### src/rtl/fifo_rd_streamer.sv
// fifo_rd_streamer: pops a registered-read FIFO into a 2-entry valid/ready stream buffer with burst framing and flush.
// Optional pop_count statistics output enabled by FIFO_RD_STREAMER_STATS_EN.
module fifo_rd_streamer #(
  parameter int DATA_WIDTH = 8,
  parameter int BURST_LEN = 4
) (
  input  logic                  rd_clk,
  input  logic                  rst_n,
  input  logic                  enable,
  input  logic                  flush,
  input  logic                  fifo_empty,
  output logic                  fifo_rd_en,
  input  logic [DATA_WIDTH-1:0] fifo_rd_data,
  output logic                  m_valid,
  input  logic                  m_ready,
  output logic [DATA_WIDTH-1:0] m_data,
  output logic                  m_last,
  output logic                  flush_busy
`ifdef FIFO_RD_STREAMER_STATS_EN
  ,
  output logic [15:0]           pop_count
`endif
);
  localparam int BW = BURST_LEN > 1 ? $clog2(BURST_LEN) : 1;
  localparam logic [BW-1:0] LAST = BW'(BURST_LEN - 1);
  typedef enum logic [1:0] {RUN, DRAIN, SETTLE} state_t;
  state_t state, state_nx;
  logic inflight, hs, go;
  logic [1:0] buf_cnt, wpos;
  logic [2:0] occ;
  logic [DATA_WIDTH-1:0] b0, b1;
  logic [BW-1:0] beat;
  assign go = flush & (state == RUN);
  assign hs = m_valid & m_ready & !go;
  assign occ = {1'b0, buf_cnt} + {2'b0, inflight} - {2'b0, hs};
  assign wpos = buf_cnt - {1'b0, hs};
  assign m_valid = buf_cnt != 2'd0;
  assign m_data = b0;
  assign m_last = m_valid & (beat == LAST);
  always_ff @(posedge rd_clk)
    state <= !rst_n ? RUN : state_nx;
  always_comb
    state_nx = state == RUN ? (go ? DRAIN : RUN) :
               state == DRAIN ? (fifo_empty ? SETTLE : DRAIN) : RUN;
  // No pop in the flush cycle, so drain time tracks FIFO occupancy exactly.
  always_comb begin
    fifo_rd_en = rst_n & !fifo_empty &
                 (state == DRAIN | (state == RUN & enable & !go & occ < 3'd2));
    flush_busy = state != RUN;
  end
  always_ff @(posedge rd_clk) begin
    inflight <= rst_n & fifo_rd_en;
    if (!rst_n) begin
      buf_cnt <= '0;
      beat <= '0;
      b0 <= '0;
      b1 <= '0;
    end else if (go) begin
      buf_cnt <= '0;
      beat <= '0;
    end else if (state == RUN) begin
      buf_cnt <= buf_cnt + {1'b0, inflight} - {1'b0, hs};
      b0 <= inflight && wpos == 2'd0 ? fifo_rd_data : hs ? b1 : b0;
      b1 <= inflight && wpos == 2'd1 ? fifo_rd_data : b1;
      beat <= !hs ? beat : beat == LAST ? '0 : beat + 1'b1;
    end
  end
`ifdef FIFO_RD_STREAMER_STATS_EN
  always_ff @(posedge rd_clk)
    pop_count <= !rst_n || go ? 16'd0 :
                 hs && pop_count != 16'hFFFF ? pop_count + 16'd1 : pop_count;
`endif
endmodule

### config.mk
export PLATFORM = sky130hd
export DESIGN_NAME = fifo_rd_streamer
export DESIGN_NICKNAME = d
export VERILOG_FILES = /design/src/rtl/fifo_rd_streamer.sv
export SDC_FILE = /design/constraint.sdc
export NUM_CORES = 1
export LEC_CHECK = 0
export ABC_AREA = 1
export BUFFER_PORTS_ARGS = -buffer_cell sky130_fd_sc_hd__buf_2
export CAP_MARGIN = 10
export CORE_AREA = 2 2 60 62
export DETAILED_ROUTE_END_ITERATION = 8
export DIE_AREA = 0 0 62 64
export GPL_ROUTABILITY_DRIVEN = 0
export PLACE_DENSITY_LB_ADDON = 0.12
export SLEW_MARGIN = 20
export SYNTH_ARGS = -nofsm -noshare
export SYNTH_HDL_FRONTEND = slang
export SYNTH_SLANG_ARGS = --single-unit
### constraint.sdc
create_clock -name rd_clk -period 2.3 [get_ports rd_clk]
set_clock_uncertainty 0.05 [all_clocks]
set_input_delay 0.46 -clock rd_clk [delete_from_list [all_inputs] [get_ports rd_clk]]
set_output_delay 0.46 -clock rd_clk [all_outputs]
set_load 0.05 [all_outputs]
* Yosys cells after proc, flatten, opt, wreduce, memory -nomap -nowiden
Index checks and enable logic that the tools add are counted.
** Operators by class
- $add $sub $neg :: 6
- Multiply operators :: 0
- Divide/modulo/power cells :: 0
- Magnitude comparators :: 1
- Eq/ne operators :: 3
- Shifts and indexed selects :: 0
- Mux-type cells :: 7
- Bitwise operators :: 13
- Reductions and logical operators :: 13
** Operators with widths (count)
- $mux 8 :: 2
- $and 1x1->1 :: 10
- $mux 2 :: 4
- $reduce_and 3->1 :: 2
- $reduce_bool 2->1 :: 3
- $eq 2x1->1 const B :: 2
- $logic_not 2->1 :: 2
- $sub 2x1->2 :: 2
- $add 2x1->3 :: 1
- $lt 3x2->1 const B :: 1
- $sub 3x1->3 :: 1
- $add 2x1->2 :: 1
- $add 2x1->2 const B :: 1
- $eq 2x2->1 const B :: 1
- $logic_and 1x1->1 :: 2
- $logic_not 1->1 :: 2
- $not 1->1 :: 2
- $reduce_and 2->1 :: 1
- $reduce_or 2->1 :: 1
- $mux 1 :: 1
- $or 1x1->1 :: 1
** Word-level totals
- Register bits :: 23
- Latch bits :: 0
- RAM bits :: 0
- ROM bits :: 0
- Bits of input ports :: 14
- Memories kept :: 0

* Logic depth before layout (Yosys ltp)
- Depth in word-level cells :: 10
- Gate-level depth with buffers :: 14
- Gate-level depth less buffers :: 12

* Least setup slack after synthesis
Ideal clock, no wire load.
- Path kind :: input port to output port
- Start point :: in m_ready
- End point :: out fifo_rd_en
- Data arrival time :: 2.837 ns
- Setup slack :: -1.047 ns
- Stages :: 10
- Path buffers :: 0
- Cells stage by stage :: inv_1 > nor2_4 > nand2_1 > nand2_4 > nand2_4 > ha_1 > fa_1 > a21oi_1 > a21oi_1 > nor3_1
** On the way
- Cells in the longest elaborated chain, start to end :: 7
** Ends and longest elaborated chain
- start, declared :: line 15 : input logic m_ready,
- $and 1x1->1 (2 in a row) :: line 34 : assign hs = m_valid & m_ready & !go;
- $sub 3x1->3 :: line 35 : assign occ = {1'b0, buf_cnt} + {2'b0, inflight} - {2'b0, hs};
- via occ[1] :: line 30 : logic [2:0] occ;
- $lt 3x2->1 :: line 48 : (state == DRAIN | (state == RUN & enable & !go & occ < 3'd2));
- $and 1x1->1 :: line 48
- $or 1x1->1 :: line 48
- $and 1x1->1 :: line 47 : fifo_rd_en = rst_n & !fifo_empty &
- end, declared :: line 12 : output logic fifo_rd_en,
The timed path passes the listed nets, and every way through them passes these cells.

* Final worst setup path
- Start point :: reg buf_cnt[0]
- End point :: out fifo_rd_en
** On the way
- Cells in the longest elaborated chain, start to end :: 8
- Elaborated cells between the ends (all ways) :: 9
- Those cells by class :: 2 x add/sub; 1 x order compare; 5 x bitwise; 1 x reduce/logical
** Ends and longest elaborated chain
- start, declared :: line 29 : logic [1:0] buf_cnt, wpos;
- start signal, assigned :: line 62 : buf_cnt <= buf_cnt + {1'b0, inflight} - {1'b0, hs};
- $reduce_bool 2->1 :: line 37 : assign m_valid = buf_cnt != 2'd0;
- $and 1x1->1 (2 in a row) :: line 34
- $sub 3x1->3 (*) :: line 35
- via occ[1] :: line 30
- $lt 3x2->1 (*) :: line 48
- $and 1x1->1 (*) :: line 48
- $or 1x1->1 (*) :: line 48
- $and 1x1->1 (*) :: line 47
Mark *: on every way through the listed nets, which the timed path passes. The rest lies on a longest branch.

==> metrics.md <==
| Metric | Value |
|---|---|
| Outcome | finished with violations |
| Failing checks | setup timing |
| Die Y | around 64 um |
| Worst Path Arrival | 2.23 ns |
| Final nets | between 200 and 250 |
| Pwr per Cell Area | approximately 460 nW/um2 |
| Initial Util | 0.392 |
| Worst Hold Class | input port to flip-flop |
| Num rows | 21 |
| WP data required | 1.79 ns |
| CTS H-tree lvls | 1 |
| Top cells by area, synth | dfxtp_1, nand2_1, inv_1 |
| CTS max path bufs | 2 |
| All-layer global routing usage | 0.159 |
| CTS clk-pin slew, worst paths | 0.13 ns |
| First-pass GRT wire length | 4840 um |
| Max VDD drop | 0.258 mV |
| I/O pin cnt | 26 |
| Finished Layout Cells | 263 |
| CTS tree | done |
| Pre-antenna DRT Iters | 4 |
| Yosys warnings | 0 |
| Fin. Hold Viols | 0 |
| Period minus WS final | 2.74 ns |
| Vias per Instance | 4.64 |
| Hpwl dp | 2200 um |
| Worst-margin pin slew | 0.277 ns |
| Initial antenna violation count | 0 |
| Synth cell types | 24 |
| Slew HR | 0.815 |
| CTS Buf Count | 3 |
| Routed WL | 2840 um |
| Mapped Nets | 193 |
| Area delta synth->final | 31.0% |
| Syn Std Cell Area | 1290 um2 |
| Filler cells | 359 |
| Via count | 1,220 |
| List of most frequent post-synthesis cells | nand2_1, inv_1, dfxtp_1, nand3_1, a21oi_1 |
| LEAKAGE | 0.788 nW |
| Most frequent cell after synthesis | nand2_1 |
| # setup viols final | 1 |
| Mapped Avg Cell Area | 7.35 um2 |
| Max_cap viols | 0 |
| Largest net degree at the start of global routing | 14 |
| Vias in the first global route | 1,111 |
| Hold_buf cts | 0 |
| Tcrit/Tclk final | 1.19 |
| Share of the synthesized area in the top cell type | 0.358 |
| Ant diodes | 0 |
| Worst Path Max Fanout | 3 |
| Critical path type | flip-flop to primary output |
| Tot Pwr | 0.000778 W |
| Critical Path Start Type | flip-flop |
| Async S/R FF share, synth | 0 |
| I/O Buffers | 25 |
| Number of synthesized register bits | 23 |
| DRC | 0 |
| Antenna Nets Post-Route | 0 |
| Register area share after synthesis | 0.358 |
| Die area | 3970 um2 |
| Syn Inst Count | 175 |
| RSZ-0062 raised after global routing | true |
| Die W | 62 um |
| Synth area leader | dfxtp_1 |
| Fmax | 366 MHz |
| Gr ovfl total | 0 |
| Min Hold Slack | 0.316 ns |
| Crit path capture type | primary output |
| WL/cell | ~11 um |
| Dominant synthesized flop cell | dfxtp_1 |
| Fin. max-slew vios | 0 |
| Core area | about 3300 um2 |
| Placed cells | about 260 |
| Share of cells above drive strength 1 | 0.346 |
| EDFF count, synth | 0 |
| Root buf cell | clkbuf_4 |
| First DRT Iteration DRCs | a little over 50 |
| Clock latency on the worst-skew pair | 0.31 ns |
| Clock sinks | 23 |
| Worst setup margin | -0.435 ns |
-- state kept, by name (all words and copies together) (netlist names) --
name      flops
beat          2
b1            8
inflight      1
state         2
m_data        8
buf_cnt       2
-- power breakdown --
group | switching, W | internal [W] | total (W)
registers | 0.00000619 | 0.000409 | 0.000415
clock network | 0.000120 | 0.0000649 | 0.000185
logic | 0.000113 | 0.0000642 | 0.000178
-- path summary, 6_finish.rpt --
| path | startpoint | slack [ns] | depth (start not counted) | endpoint |
|---|---|---|---|---|
| worst max-delay path | buf_cnt[0] | -0.44 | 11 | fifo_rd_en |
| worst min-delay path | fifo_empty | 0.32 | 2 | inflight |
| worst max register to register | buf_cnt[0] | 0.19 | 13 | m_data[3] |
| worst min register to register | beat[1] | 0.42 | 2 | beat[1] |
-- through the flow --
stage                     setup WS (ns)  instance area [um2]  utilization  setup TNS (ns)
final                            -0.435                 1690        0.513          -0.435
after global routing             -0.584                 1690        0.513          -0.584
after CTS                        -0.462                 1670        0.507          -0.462
after detailed placement         -0.496                 1600        0.486           -3.17
after global placement           -0.460                 1600        0.486           -2.72
after floorplan                  -0.420                 1340            -          -0.420
-- logic make-up after synthesis --
kind of cell	count (synthesis)	synth area share
buf+inv	37	0.121
compound gates	18	0.0700
fa+ha+maj	4	0.0448
flops	23	0.358
simple gates	93	0.407
-- what timing repair did --
item | 4_1_cts | 5_1_grt
resized for setup | 7 | 4
buffers inserted | 3 | 0
pin swaps | 6 | 3
hold endpoints to repair | 0 | 0
setup endpoints to repair | 9 | 17
-- cells in the final DEF, fill, tap and decap left out, types with 8 or more instances in the layout --
cell type,synthesis,routed
a21oi_1,13,11
buf_2,1,24
buf_4,0,18
clkinv_1,8,8
dfxtp_1,23,19
inv_1,24,22
nand2_1,39,38
nand3_1,16,16
nand3b_1,8,8
nand4_1,8,8
-- critical path, cell delays in order (launching register included) --
cell and delay [ns]:
dfxtp_2 0.36, nor2_2 0.05, nor2_4 0.15, nand2_2 0.08, nand2_4 0.09, nand2_8 0.06, ha_4 0.15, fa_2 0.54
a21oi_2 0.04, a21oi_2 0.19, nor3_4 0.05, buf_6 0.15
-- layer usage --
metal	share of wire	vias up	global-route usage
met1	0.50	556	0.228
met2	0.45	22	0.236
li1	-	640	-
met4	0.0067	0	0.0559
met3	0.037	2	0.0263
met5	0	-	0
-- layout make-up --
cell class,count,area [um2],share of cell area
clock inverter,1,5.00,0.00297
clock buffer,3,22.5,0.0134
tap,46,57.6,0.0341
sequential,23,465,0.276
timing repair buffer,43,267,0.158
multi-input combinational,115,741,0.439
inverter,32,128,0.0757
No activity file was read; power rests on OpenSTA's default activity.
